`config.mk`:
```
export PLATFORM = sky130hd
export DESIGN_NAME = branch_predictor_btb
export DESIGN_NICKNAME = d
export VERILOG_FILES = /design/src/rtl/branch_predictor_btb_pkg.sv /design/src/rtl/branch_predictor_btb_sat_counter_table.sv /design/src/rtl/branch_predictor_btb.sv
export SDC_FILE = /design/constraint.sdc
export NUM_CORES = 1
export LEC_CHECK = 0
export BUFFER_PORTS_ARGS = -buffer_cell sky130_fd_sc_hd__buf_4
export CELL_PAD_IN_SITES_DETAIL_PLACEMENT = 1
export CELL_PAD_IN_SITES_GLOBAL_PLACEMENT = 1
export CORE_AREA = 2 2 297 299
export CTS_BUF_LIST = sky130_fd_sc_hd__clkbuf_8
export CTS_CLUSTER_SIZE = 8
export DETAILED_ROUTE_END_ITERATION = 8
export DIE_AREA = 0 0 299 301
export PLACE_DENSITY_LB_ADDON = 0.1
export SETUP_SLACK_MARGIN = 0.2
export SLEW_MARGIN = 20
export SYNTH_ARGS = -nofsm -noshare
export SYNTH_HDL_FRONTEND = slang
export SYNTH_SLANG_ARGS = --single-unit
```
`constraint.sdc`:
```
create_clock -name clk -period 5.4 [get_ports clk]
set_input_delay 1.35 -clock clk [delete_from_list [all_inputs] [get_ports clk]]
set_output_delay 1.35 -clock clk [all_outputs]
set_load 0.05 [all_outputs]
```
`src/rtl/branch_predictor_btb_pkg.sv`:
```
// Shared definitions for the branch target buffer / pattern table predictor.
package branch_predictor_btb_pkg;

   // Pattern-table indexing scheme.
   typedef enum logic {
      BIMODAL = 1'b0,
      GSHARE  = 1'b1
   } mode_e;

   // Ceiling log2 usable in parameter expressions.
   function automatic int clog2(input int value);
      int r;
      r = 0;
      for (int i = 0; i < 31; i++) begin
         if ((32'sd1 <<< i) < value) begin
            r = i + 1;
         end
      end
      return r;
   endfunction

   // Weakly not-taken counter value: 2^(w-1)-1.
   function automatic int weak_nt(input int cnt_w);
      return (32'sd1 <<< (cnt_w - 1)) - 32'sd1;
   endfunction

   // Weakly taken counter value: 2^(w-1).
   function automatic int weak_t(input int cnt_w);
      return (32'sd1 <<< (cnt_w - 1));
   endfunction

endpackage

```
`src/rtl/branch_predictor_btb_sat_counter_table.sv`:
```
// ENTRIES x CNT_W table of saturating counters: two read ports, one
// write port taking a set, increment or decrement request.
module sat_counter_table
   import branch_predictor_btb_pkg::*;
#(
   parameter int ENTRIES = 16,
   parameter int IDX_W   = 4,
   parameter int CNT_W   = 2
) (
   input  logic             clk,
   input  logic             rst,
   input  logic [IDX_W-1:0] rd_idx_a,
   input  logic [IDX_W-1:0] rd_idx_b,
   output logic [CNT_W-1:0] rd_cnt_a,
   output logic [CNT_W-1:0] rd_cnt_b,
   input  logic [IDX_W-1:0] wr_idx,
   input  logic             inc,
   input  logic             dec,
   input  logic             set,
   input  logic [CNT_W-1:0] set_val
);

   localparam logic [CNT_W-1:0] CNT_MAX  = {CNT_W{1'b1}};
   localparam logic [CNT_W-1:0] CNT_MIN  = {CNT_W{1'b0}};
   localparam logic [CNT_W-1:0] CNT_INIT = CNT_W'(weak_nt(CNT_W));
   localparam logic [CNT_W-1:0] CNT_ONE  = CNT_W'(1);

   logic [CNT_W-1:0] cnt [ENTRIES];
   logic [CNT_W-1:0] cur;
   logic [CNT_W-1:0] nxt;

   assign rd_cnt_a = cnt[rd_idx_a];
   assign rd_cnt_b = cnt[rd_idx_b];
   assign cur      = cnt[wr_idx];

   // Next value of the addressed counter with saturation at both ends.
   always_comb begin
      nxt = cur;
      if (set) begin
         nxt = set_val;
      end else if (inc && (cur != CNT_MAX)) begin
         nxt = cur + CNT_ONE;
      end else if (dec && (cur != CNT_MIN)) begin
         nxt = cur - CNT_ONE;
      end else begin
         nxt = cur;
      end
   end

   // Counter storage; reset to weakly not-taken.
   always_ff @(posedge clk or posedge rst) begin
      if (rst) begin
         for (int i = 0; i < ENTRIES; i++) begin
            cnt[i] <= CNT_INIT;
         end
      end else if (set || inc || dec) begin
         cnt[wr_idx] <= nxt;
      end
   end

endmodule

```
`src/rtl/branch_predictor_btb.sv`:
```
// Direct-mapped branch target buffer with a saturating-counter pattern
// table, two combinational lookup ports, one EX update port, optional
// gshare indexing and a saturating mispredict counter.
module branch_predictor_btb
   import branch_predictor_btb_pkg::*;
#(
   parameter int ENTRIES = 16,
   parameter int ADDR_W  = 32,
   parameter int TAG_W   = 8,
   parameter int CNT_W   = 2,
   parameter int MODE    = 0,
   parameter int GHR_W   = 8,
   parameter int PERF_W  = 16
) (
   input  logic              clk,
   input  logic              rst,
   input  logic              stall_i,
   input  logic              flush_i,
   input  logic [ADDR_W-1:0] rd_addr_2_i,
   output logic              rd_hit_2_o,
   output logic [ADDR_W-1:0] rd_target_2_o,
   input  logic [ADDR_W-1:0] rd_addr_4_i,
   output logic              rd_hit_4_o,
   output logic [ADDR_W-1:0] rd_target_4_o,
   input  logic              upd_valid_i,
   input  logic [ADDR_W-1:0] upd_addr_i,
   input  logic              upd_taken_i,
   input  logic [ADDR_W-1:0] upd_target_i,
   input  logic              upd_miss_i,
   output logic [GHR_W-1:0]  ghr_o,
   output logic [PERF_W-1:0] miss_cnt_o
);

   localparam int               IDX_W     = clog2(ENTRIES);
   localparam bit               GSHARE_EN = (MODE == int'(GSHARE));
   localparam logic [CNT_W-1:0] CNT_WT    = CNT_W'(weak_t(CNT_W));
   localparam logic [PERF_W-1:0] PERF_MAX = {PERF_W{1'b1}};

   logic [ENTRIES-1:0] valid;
   logic [TAG_W-1:0]   tag_mem [ENTRIES];
   logic [ADDR_W-1:0]  tgt_mem [ENTRIES];
   logic [GHR_W-1:0]   ghr;
   logic [PERF_W-1:0]  miss_cnt;

   logic [IDX_W-1:0] idx_2, idx_4, idx_u;
   logic [IDX_W-1:0] cidx_2, cidx_4, cidx_u;
   logic [TAG_W-1:0] tag_2, tag_4, tag_u;
   logic [CNT_W-1:0] cnt_2, cnt_4;
   logic             apply, match_u, cnt_inc, cnt_dec, cnt_set;
   logic             unused_bits;

   // Pattern-table index: plain idx, or idx folded with committed history.
   function automatic logic [IDX_W-1:0] cnt_index(input logic [IDX_W-1:0] i,
                                                  input logic [GHR_W-1:0] h);
      if (GSHARE_EN) begin
         return i ^ h[IDX_W-1:0];
      end else begin
         return i;
      end
   endfunction

   assign idx_2  = rd_addr_2_i[IDX_W:1];
   assign idx_4  = rd_addr_4_i[IDX_W:1];
   assign idx_u  = upd_addr_i[IDX_W:1];
   assign tag_2  = rd_addr_2_i[IDX_W+TAG_W:IDX_W+1];
   assign tag_4  = rd_addr_4_i[IDX_W+TAG_W:IDX_W+1];
   assign tag_u  = upd_addr_i[IDX_W+TAG_W:IDX_W+1];
   assign cidx_2 = cnt_index(idx_2, ghr);
   assign cidx_4 = cnt_index(idx_4, ghr);
   assign cidx_u = cnt_index(idx_u, ghr);

   // Key bits outside index and tag do not take part in lookup.
   assign unused_bits = ^{rd_addr_2_i[ADDR_W-1:IDX_W+TAG_W+1], rd_addr_2_i[0],
                          rd_addr_4_i[ADDR_W-1:IDX_W+TAG_W+1], rd_addr_4_i[0],
                          upd_addr_i[ADDR_W-1:IDX_W+TAG_W+1], upd_addr_i[0]};

   sat_counter_table #(
      .ENTRIES (ENTRIES),
      .IDX_W   (IDX_W),
      .CNT_W   (CNT_W)
   ) u_pht (
      .clk      (clk),
      .rst      (rst),
      .rd_idx_a (cidx_2),
      .rd_idx_b (cidx_4),
      .rd_cnt_a (cnt_2),
      .rd_cnt_b (cnt_4),
      .wr_idx   (cidx_u),
      .inc      (cnt_inc),
      .dec      (cnt_dec),
      .set      (cnt_set),
      .set_val  (CNT_WT)
   );

   // Zero-latency lookups; a miss always reports a zero target.
   always_comb begin
      rd_hit_2_o    = valid[idx_2] & (tag_mem[idx_2] == tag_2) & cnt_2[CNT_W-1];
      rd_hit_4_o    = valid[idx_4] & (tag_mem[idx_4] == tag_4) & cnt_4[CNT_W-1];
      rd_target_2_o = rd_hit_2_o ? tgt_mem[idx_2] : {ADDR_W{1'b0}};
      rd_target_4_o = rd_hit_4_o ? tgt_mem[idx_4] : {ADDR_W{1'b0}};
   end

   // Decide the counter action for a resolved branch; flush drops the update.
   always_comb begin
      apply   = upd_valid_i & ~stall_i & ~flush_i;
      match_u = valid[idx_u] & (tag_mem[idx_u] == tag_u);
      cnt_inc = 1'b0;
      cnt_dec = 1'b0;
      cnt_set = 1'b0;
      if (apply) begin
         if (upd_taken_i) begin
            if (GSHARE_EN || match_u) begin
               cnt_inc = 1'b1;
            end else begin
               cnt_set = 1'b1;
            end
         end else begin
            if (GSHARE_EN || match_u) begin
               cnt_dec = 1'b1;
            end else begin
               cnt_dec = 1'b0;
            end
         end
      end else begin
         cnt_inc = 1'b0;
      end
   end

   // Entry valid bits: cleared by flush even when stalled.
   always_ff @(posedge clk or posedge rst) begin
      if (rst) begin
         valid <= {ENTRIES{1'b0}};
      end else if (flush_i) begin
         valid <= {ENTRIES{1'b0}};
      end else if (apply && upd_taken_i) begin
         valid[idx_u] <= 1'b1;
      end
   end

   // Tag and target storage, written on every applied taken outcome.
   always_ff @(posedge clk) begin
      if (apply && upd_taken_i) begin
         tag_mem[idx_u] <= tag_u;
         tgt_mem[idx_u] <= upd_target_i;
      end
   end

   // Committed global history, shifted only in gshare mode.
   always_ff @(posedge clk or posedge rst) begin
      if (rst) begin
         ghr <= {GHR_W{1'b0}};
      end else if (apply && GSHARE_EN) begin
         ghr <= {ghr[GHR_W-2:0], upd_taken_i};
      end
   end

   // Mispredict counter, holding at all-ones.
   always_ff @(posedge clk or posedge rst) begin
      if (rst) begin
         miss_cnt <= {PERF_W{1'b0}};
      end else if (apply && upd_miss_i && (miss_cnt != PERF_MAX)) begin
         miss_cnt <= miss_cnt + PERF_W'(1);
      end
   end

   assign ghr_o      = ghr;
   assign miss_cnt_o = miss_cnt;

endmodule

```
# Yosys cells after proc, flatten, opt, wreduce, memory -nomap -nowiden
# Memory sizes are Yosys's and may differ from the RTL's.
# Index checks and enable logic that the tools add are counted.
[totals]
memories = 2
register_bits = 64
ram_bits = 640
[mem_list]
columns = ["name", "words", "word_bits", "rd", "rd_clocked_by_memory_dff", "wr", "line", "text"]
rows = [
  ["tgt_mem", 16, 32, 2, 0, 1, "branch_predictor_btb.sv:41", "logic [ADDR_W-1:0] tgt_mem [ENTRIES];"],
  ["tag_mem", 16, 8, 3, 0, 1, "branch_predictor_btb.sv:40", "logic [TAG_W-1:0] tag_mem [ENTRIES];"],
]
[classes]
mux = 37
magnitude_cmp = 8
reduce_logical = 11
bitwise_logic = 13
add_sub_neg = 3
eq_ne = 5
[ops]
columns = ["cell", "n"]
rows = [
  ["$mux 32", 2],
  ["$bwmux 32", 1],
  ["$mux 16", 2],
  ["$bmux 2 s4", 3],
  ["$eq 8x8->1", 3],
  ["$mux 2", 10],
  ["$add 16x1->16 const B", 1],
  ["$ne 16x16->1 const B", 1],
  ["$or 16x16->16", 1],
  ["$ge 5x5->1 const B", 3],
  ["$lt 4x5->1 const B", 3],
  ["$not 4->5", 3],
  ["$mux 1", 14],
  ["$bmux 1 s4", 3],
  ["$demux 2 s4", 1],
  ["$and 1x1->1", 7],
  ["$logic_and 1x1->1", 7],
  ["$lt 5x1->1 const B", 1],
  ["$demux 1 s4", 1],
  ["$ge 4x1->1 const B", 1],
  ["$reduce_bool 2->1", 2],
  ["$add 2x1->2 const B", 1],
  ["$logic_or 1x1->1", 2],
  ["$ne 2x2->1 const B", 1],
  ["2 further kinds", 3],
]

# Longest topological paths before layout
[depth]
word_depth = 11
ltp_mapped = 15

# Cells and area by module
# Synthesis repeated with hierarchy kept, for this count alone.
[unflattened]
cells_unflattened = 1720
area_unflattened_um2 = 34884.7
[by_module_without_submodules]
columns = ["mod", "area_each_um2", "cells_per_inst", "instances"]
rows = [
  ["branch_predictor_btb", 32591.3, 1549, 1],
  ["sat_counter_table", 2293.4, 171, 1],
]

# Worst setup path before layout
# Ideal clock, no wire load.
[synth_path]
path_type = "input to output"
start = "input rd_addr_2_i[1]"
end = "output rd_target_2_o[10]"
arrival_time_ns = 4.622
path_stages = 9
path_slack_ns = -0.572
required_time_ns = 4.050
path_cell_list = "buf_2 > buf_1 > mux4_2 > mux4_2 > xor2_1 > nor4_1 > nand4_1 > clkbuf_1 > nor2b_1"
[synth_via]
elab_chain_cells = 6
[synth_rtl]
columns = ["element", "line", "text"]
rows = [
  ["from (decl)", "branch_predictor_btb.sv:19", "input logic [ADDR_W-1:0] rd_addr_2_i,"],
  ["branches (longest 5 deep; another with $mem_v2 16x8)", "-", ""],
  ["$mux 32 *", "branch_predictor_btb.sv:99", "rd_target_2_o = rd_hit_2_o ? tgt_mem[idx_2] : {ADDR_W{1'b0}};"],
  ["to (decl)", "branch_predictor_btb.sv:21", "output logic [ADDR_W-1:0] rd_target_2_o,"],
]
# Mark *: on every way between the ends. The select of a mux whose other input is x is not followed.

# Final worst setup path
[layout_path]
start = "input rd_addr_2_i[1]"
end = "output rd_target_2_o[16]"
# The elaborated chain is that of the path after synthesis.

==> metrics.cfg <==
[status]
outcome=finished, violations left
failed_checks=negative setup slack

[yosys]
synth_top_area_share_pct=56.0
netlist_instances=1744
synth_area_leaders=edfxtp_1 56%, mux4_2 28%, dfrtp_1 3.5%
synth-simple-area-share_pct=4.15
synth_fa_ha_area_share_pct=0.109
synth-xor-area-share_pct=0.892
synth-compound-area-share_pct=2.29
netlist_area_sq_um=34300
synth.avg_cell_area_sq_um=19.7
ys_warn_count=8
synth_edf_count=640
synth_top_family_by_area=multiplexers
ys.flop_type=edfxtp_1
ys_seq_area_share_pct=60.7
synth_async_sr_flop_share_pct=9.09
synth_cell_types=55
synth_largest_area_cell=edfxtp_1
synth-seq-cells=704
muxShareOfSynthArea_pct=29.8

[floorplanning]
die_y_um=301
design.core.area_sq_um=86500
initial_core_util_pct=39.7
die_x_um=299
rows=108
die-area_sq_um=90000
io_pins=225

[clock_tree]
cts_made_buffers=120
worstSkewPairLatency_ps=730
htreeDepth=3
clk_pin_slew_ps=50
cts_tree=yes
cts.sinks=704
cts_root_buf=clkbuf_8
clk_path_buf_depth=3

[critical_path]
critical-path-slowest-cell=mux4_2
cp-end-kind=primary output
cp.arrival_ps=4240
path_class=input pin to primary output
crit_top_cell=buf_12
crit_start=rd_addr_2_i[1]
setup.worst_path.start_class=input pin
slowest_delay_ps=520
worstPathRequired_ps=4050
critical_path.cell_chain=buf_16, buf_12, mux4_2, mux4_2, xor2_2, nor4_4, buf_4, nand4_1, buf_12, buf_12, buf_12, nor2b_4, buf_6
r2r_start=tag_mem[2][5]$_DFFE_PP_
crit_fanout=6

[detailed_routing]
post_drt_via_cell_ratio=5.97
drc=0
drt_iter0_markers=1669
vias=19500
wl_per_cell_um=31.9
antenna_left=0
first_pass_iters=5
routed_wl_um=104000

[timing]
setup_ws_ps=-192
hold_violations=0
fin_crit_sh_pct=104
setup_viol=65
layout_min_cycle_time_ps=5590
fin_tns_setup_ps=-6110
clock.fmax_mhz=179
rsz0062_at_grt=yes
drv_slew=0
clock_skew_ps=30.1
slew_headroom_pct=26.9
worst_pin_slew_ps=1100

[cells_and_area]
multi_input_area_sq_um=13400
layout_common_cells=640 x edfxtp_1, 428 x mux4_2, 163 x buf_4
nets=2150
drive_gt1_share_pct=47.3
seqCellArea_sq_um=20800
layout_commonest_cell=edfxtp_1
postLayoutCellArea_sq_um=41000
syn_to_final_growth_pct=19.4
fill_cells=7996

[placement]
place_congestion=0.787
dp_hpwl_um=61700
placed_cell_area_sq_um=37900
pre_cts_slack_ps=-396
place.port_buffers=156

[grt]
antenna_found_initial=4
grt_pass1_vias=21900
grt-ovfl-total=0
grt_pass1_wl_um=152000
grt_use_total_pct=23.4
grt_max_degree=65

[power_and_ir_drop]
ir_drop_mv=0.271
leakagePower_nw=13.7
power_density_nw_per_um2=288

[flow_run]
max-cap-violations=0

[hold_path]
hold_start=u_pht.cnt[2]$_DFFE_PP1P_
hp-class=flip-flop to flip-flop

worst paths after layout:
path                            slack, ps                         end  cells past startpoint
worst max-delay path                 -190           rd_target_2_o[16]                     13
min in group asynchronous             860  miss_cnt_o[14]$_DFFE_PP0P_                      3
worst min register to register        500    u_pht.cnt[2]$_DFFE_PP1P_                      1
worst min-delay path                  500    u_pht.cnt[2]$_DFFE_PP1P_                      1
max in group asynchronous            3940   u_pht.cnt[27]$_DFFE_PP0P_                      3
worst max register to register       2250   u_pht.cnt[30]$_DFFE_PP1P_                      9
report_power, final:
part	leakage (nW)	switching (mW)	internal, mW	total [mW]
clock	1.31	2.23	2.36	4.59
sequential	6.57	0.0403	6.01	6.05
combinational	5.78	0.621	0.543	1.16
metrics by stage:
step                      std cells  util (%)  hold WS, ps  power [mW]
final                          3271      47.4          503        11.8
after global routing           3270      47.4          515        12.2
after CTS                      3261      47.1          506        11.9
after detailed placement       3027      43.8          498        7.31
after global placement         3027      43.8          490        7.29
after floorplan                1751         -          480        6.91
critical path: cells and delay by family:
| family | cells | cell delay, ps |
|---|---|---|
| simple gates | 3 | 620 |
| xor+xnor | 1 | 190 |
| mux | 2 | 1020 |
| buf+inv | 7 | 1030 |
cells in the mapped netlist (7+ instances only):
library cell	count
a2bb2oi_2	10
dfrtp_1	48
o21ai_0	43
nand2b_1	7
clkbuf_1	67
buf_6	9
a22oi_1	12
buf_2	17
and3_1	43
nand4_1	9
inv_1	10
nor3_1	10
nand2_1	52
mux2i_1	25
xnor2_1	20
xor2_1	15
nand3_1	16
nor2b_1	37
mux4_1	10
dfstp_2	16
edfxtp_1	640
buf_1	29
nor2_1	85
mux4_2	428
buf_4	14
sequential cells by signal, summed over array words and instances, names as in the netlist:
register    cells
tag_mem       128
miss_cnt_o     16
tgt_mem       512
valid          16
u_pht.cnt      32
cell families (layout without fill, tap and decap cells):
family | after synthesis | in the layout
adder cells (fa/ha/maj) | 3 | 3
AND/OR/NAND/NOR | 284 | 284
flip-flops | 704 | 704
buffers and inverters | 148 | 510
AO/OA/AOI/OAI | 100 | 100
XOR/XNOR | 35 | 35
other | 1 | 11
multiplexers | 469 | 469
layout make-up:
cell class | instances | share of cell area, %
Sequential cell | 704 | 50.8
Multi-Input combinational cell | 899 | 32.7
Timing Repair Buffer | 277 | 7.29
Clock buffer | 126 | 4.23
Tap cell | 1155 | 3.52
Clock inverter | 97 | 1.32
Inverter | 10 | 0.110
Antenna cell | 3 | 0.0183
per-layer routing:
layer / vias up / share of wire [%] / track usage (%)
li1: 8032 / - / -
met1: 10700 / 41 / 30.5
met2: 663 / 51 / 39.9
met3: 176 / 5.6 / 4.34
met4: 4 / 2.7 / 7.24
met5: - / 0.022 / 0
timing repair:
item | CTS | global route
setup endpoints to repair | 66 | 66
hold buffers | 0 | 0
buffers inserted | 10 | 2
pin swaps | 9 | 7
cloned | 1 | 5
resized for setup | 101 | 44
Note: power is estimated with default switching activity, not from simulation.
